===== src/rtl/adder_subtractor_overflow.sv =====
// n-bit two's-complement adder/subtractor built as a ripple chain of full adders.
// Result, carry-out and signed-overflow are registered one clock after in_valid.
module adder_subtractor_overflow #(
    parameter int n = 4
) (
    input  logic         clk,
    input  logic         rst,
    input  logic [n-1:0] x,
    input  logic [n-1:0] y,
    input  logic         add_n,
    input  logic         in_valid,
    output logic [n-1:0] s,
    output logic         c_out,
    output logic         overflow,
    output logic         out_valid
);

    logic [n-1:0] b_op;
    logic [n-1:0] sum;
    logic         carry_msb_in;
    logic         carry_msb_out;

    // Subtraction is x + ~y + 1: invert operand B and inject add_n as carry-in.
    assign b_op = y ^ {n{add_n}};

    always_comb begin
        logic carry;
        sum          = '0;
        carry_msb_in = 1'b0;
        // NOTE: blocking assignments here let 'carry' ripple stage to stage within one
        // evaluation; registers below use non-blocking so every flop samples pre-edge values.
        carry = add_n;
        for (int i = 0; i < n; i++) begin
            if (i == n - 1) begin
                carry_msb_in = carry;
            end
            sum[i] = x[i] ^ b_op[i] ^ carry;
            carry  = (x[i] & b_op[i]) | (x[i] & carry) | (b_op[i] & carry);
        end
        carry_msb_out = carry;
    end

    always_ff @(posedge clk) begin
        if (rst) begin
            s         <= '0;
            c_out     <= 1'b0;
            overflow  <= 1'b0;
            out_valid <= 1'b0;
        end else begin
            out_valid <= in_valid;
            if (in_valid) begin
                s        <= sum;
                c_out    <= carry_msb_out;
                overflow <= carry_msb_out ^ carry_msb_in;
            end
        end
    end

endmodule


===== config.mk =====
export PLATFORM = sky130hd
export DESIGN_NAME = adder_subtractor_overflow
export DESIGN_NICKNAME = d
export VERILOG_FILES = /design/src/rtl/adder_subtractor_overflow.sv
export SDC_FILE = /design/constraint.sdc
export NUM_CORES = 1
export LEC_CHECK = 0
export ABC_CLOCK_PERIOD_IN_PS = 3000
export CAP_MARGIN = 20
export CORE_AREA = 2 2 39 41
export CTS_CLUSTER_SIZE = 12
export DETAILED_ROUTE_END_ITERATION = 6
export DIE_AREA = 0 0 41 43
export SLEW_MARGIN = 20
export SYNTH_ARGS = -nofsm -noshare
export SYNTH_HDL_FRONTEND = slang
export SYNTH_SLANG_ARGS = --single-unit

===== constraint.sdc =====
create_clock -name clk -period 3 [get_ports clk]
set_input_delay 0.6 -clock clk [delete_from_list [all_inputs] [get_ports clk]]
set_output_delay 0.6 -clock clk [all_outputs]
set_load 0.005 [all_outputs]

* Yosys cells after proc, flatten, opt, wreduce, memory -nomap -nowiden
Cells that the tools add are included.
Storage, ports and cells: memories 0, logic and storage cells 34, memory bits (writable) 0, bits in registers 7, output and inout port bits 7, bits in latches 0, input port bits 12, bits in read-only memories 0
Cells by class: add/subtract/negate cells 0, $lt $le $gt $ge 0, multiplexer cells 0, reduce and logical (&&, ||, !) cells 0, eq/ne operators 0, shift-type cells 0, divide/modulo/power cells 0, bitwise logic cells 30, multipliers 0
Operator list (number):
- bitwise AND 1 bit | 12
- XOR 1 bit | 9
- bitwise OR 1 bit | 8
- XOR 4 bit | 1

* Longest topological paths before layout
word-level depth 14, gate-level depth with buffers 8, depth with buffers taken out 8

* Worst setup path before layout
Ideal clock, no wire load.
path kind in2reg, from input y[0], to register overflow, setup time 0.114 ns, slack 0.658 ns, data required time 2.886 ns, arrival time 2.228 ns, cell stages on the path 8, buffers on the path 0, cells stage by stage mux2_2 > fa_1 > inv_1 > fa_1 > inv_1 > fa_1 > xnor2_1 > a21o_1
Between the ends: longest elaborated chain between the ends 14, elaborated cells on any way between the ends 18, classes of those cells bitwise (18)
Ends and longest elaborated chain:
- start: declaration | RTL line 9 | input logic [n-1:0] y,
- XOR 4 bit (*) | RTL line 24 | assign b_op = y ^ {n{add_n}};
- bitwise AND 1 bit | RTL line 38 | carry = (x[i] & b_op[i]) | (x[i] & carry) | (b_op[i] & carry);
- bitwise OR 1 bit | RTL line 38
- bitwise OR 1 bit (*) | RTL line 38
- bitwise AND 1 bit | RTL line 38
- bitwise OR 1 bit | RTL line 38
- bitwise OR 1 bit (*) | RTL line 38
- bitwise AND 1 bit | RTL line 38
- bitwise OR 1 bit | RTL line 38
- bitwise OR 1 bit (*) | RTL line 38
- bitwise AND 1 bit | RTL line 38
- bitwise OR 1 bit | RTL line 38
- bitwise OR 1 bit (*) | RTL line 38
- named net carry_msb_out | RTL line 21 | logic carry_msb_out;
- XOR 1 bit (*) | RTL line 54 | overflow <= carry_msb_out ^ carry_msb_in;
- end signal: assignment | RTL line 54
- end: declaration | RTL line 14 | output logic overflow,
The timed path passes the listed nets; every way through them passes the cells marked *. A chain may end at the register's enable or synchronous reset.

* Worst setup path in the final report
Ends and elaborated chain as after synthesis.

==> results.md <==
* Max Cap Viol at 0
* Drt pass-1 iters at 2
* GR Overflow Total at 0
* Clock tree buffer depth at 2
* N_diodes at 0
* Fin nets at 72
* Final HPWL DP at 592.9 um
* Final core utilization at 43.76%
* PnR worst setup slack at 0.3117 ns
* Layout cells sized above 1 at 14.29%
* Port Buffers at 18
* Clock sink total at 7
* Worst setup path category: primary input to flop
* Reg clk slew, reported paths at 0.05 ns
* Most common cell after layout, fill and taps aside: clkdlybuf4s50_1
* Pin count of the biggest net entering global routing at 10
* Place WS at 0.02806 ns
* Gpl congestion at 0.6500
* Area of the mapped netlist at 375.4 um^2
* Post_cts resized at 0
* Peak supply drop at 0.0001406 V
* CP required at 3.14 ns
* Remaining DRCs at 0
* Worst-path maximum fanout at 2
* Routed wire per std cell at 9.750 um
* Post-route clock period utilization at 89.61%
* First-pass GRT wire length at 1131 um
* Setup Fix Bufs, Post-CTS at 0
* Slew headroom at 74.37%
* Area of the multi-input gates at 212.7 um^2
* Total Wirelength at 702 um
* I/O Pins at 19
* Reg2reg start: overflow
* Final min period at 2.688 ns
* Fill cells at 146
* Die height at 43 um
* Post-Syn Nets at 48
* Setup-failing EPs final at 0
* Total core area at 1384 um^2
* DP Area at 579.3 um^2
* H-tree Lvls at 1
* Total power at 0.2736 mW
* Critical path launch point type: primary input
* HP Start: s[2]
* Final Max Tran Viols at 0
* Crit path DAT at 2.83 ns
* Initial core utilization at 27.12%
* Die area at 1763 um^2
* GRT Total Usage at 9.990%
* Area grow syn2layout at 61.33%
* Clock Latency Late Sink at 0.24 ns
* Clock skew at 0 ns
* Status: completed
* Detailed router's first-iteration violation count at 5
* CTS tree: yes
* Yosys Warn Count at 0
* Largest cells by area after synthesis: dfxtp_1 (37%), fa_1 (16%), mux2i_1 (8.0%)
* Post-route insts no fill at 72
* Num CTS Buffers at 3
* Worst setup EP type: flop
* Post-synth top area share at 37.33%
* Initial antenna violation count at 0
* Highest-count cells in the layout ignoring fill and taps: clkdlybuf4s50_1 (18), dfxtp_1 (7), nor2_1 (5)
* Vias in the first global route at 280
* Maximum operating frequency at 372.0 MHz
* FP Rows at 14
* Critical path startpoint: y[0]
* Total negative slack at 0 ns
* Syn Inst Count at 33
* Reg-to-reg setup timing slack at 2.31 ns
* Root cell of the clock tree: clkbuf_4
* Worst hold margin at 0.4810 ns
* Via count at 296
* DRT antenna net count at 0
* Largest area contributor in the netlist: dfxtp_1
* Worst-margin pin slew at 0.3833 ns
* Vias per Instance at 4.111
* FF+latch count, synth at 7
* Post-synthesis sequential area ratio at 37.33%
* Synthesized area per cell at 11.37 um^2
* # placed instances at 68
* Design area at 605.6 um^2
* Hold Fails Final Rpt at 0
* Post-synth cell types at 14
* Hold crit path type: flop to flop
* Storage cell area at 140.1 um^2
* Hold Buf Count CTS at 0
* Die width at 41 um
* PwrDens at 451.8 nW/um^2
* RSZ-0062 raised after global routing: no
* Lkg Pwr at 0.2553 nW
critical path: stages:
cell and delay (ns):
clkdlybuf4s50_1 0.50, mux2_2 0.35, fa_1 0.35, inv_1 0.08, fa_1 0.18, inv_1 0.05
fa_1 0.40, xnor2_1 0.15, a21o_1 0.15
area by class of cell:
type / count / area share [%]
inverters: 3 / 1.860
clock buffers: 4 / 4.339
well taps: 16 / 3.306
flip-flops and latches: 7 / 23.14
repair buffers: 20 / 32.23
multi-input cells: 22 / 35.12
layer usage:
layer  part of all wire (%)  vias up  global-route usage [%]
li1                       -      153                       -
met3                    6.7        2                   1.571
met2                     45       14                   13.13
met4                    2.1        0                   10.00
met5                      0        -                       0
met1                     45      127                   12.75
synthesized netlist by cell type:
cell,number
inv_1,3
nor3b_1,1
mux2i_1,3
nor2_1,5
fa_1,3
xor2_1,2
a211oi_1,1
mux2_2,1
nor2b_4,1
a211oi_2,1
a21o_1,1
xnor2_1,3
dfxtp_1,7
buf_6,1
state kept, by name, summed over array words and instances (netlist names):
signal and count:
c_out 1, overflow 1, out_valid 1, s 4
kinds of logic after synthesis:
kind of cell | Yosys count | share of synthesized area [%]
mux | 4 | 11.00
flops | 7 | 37.33
xor+xnor | 5 | 11.67
compound gates | 3 | 7.334
fa+ha+maj | 3 | 16.00
buf+inv | 4 | 6.000
simple gates | 7 | 10.67
where the power goes:
| group | internal, mW | switching (mW) |
|---|---|---|
| Sequential | 0.103 | 0.00455 |
| Clock | 0.0506 | 0.0327 |
| Combinational | 0.0526 | 0.0300 |
| Total | 0.206 | 0.0672 |
path summary, 6_finish.rpt:
kind / end / cells after the start
worst max-delay path: overflow / 9
worst min-delay path: s[2] / 2
worst max register to register: overflow / 2
worst min register to register: s[2] / 2
No activity file was read; power rests on OpenSTA's default activity.
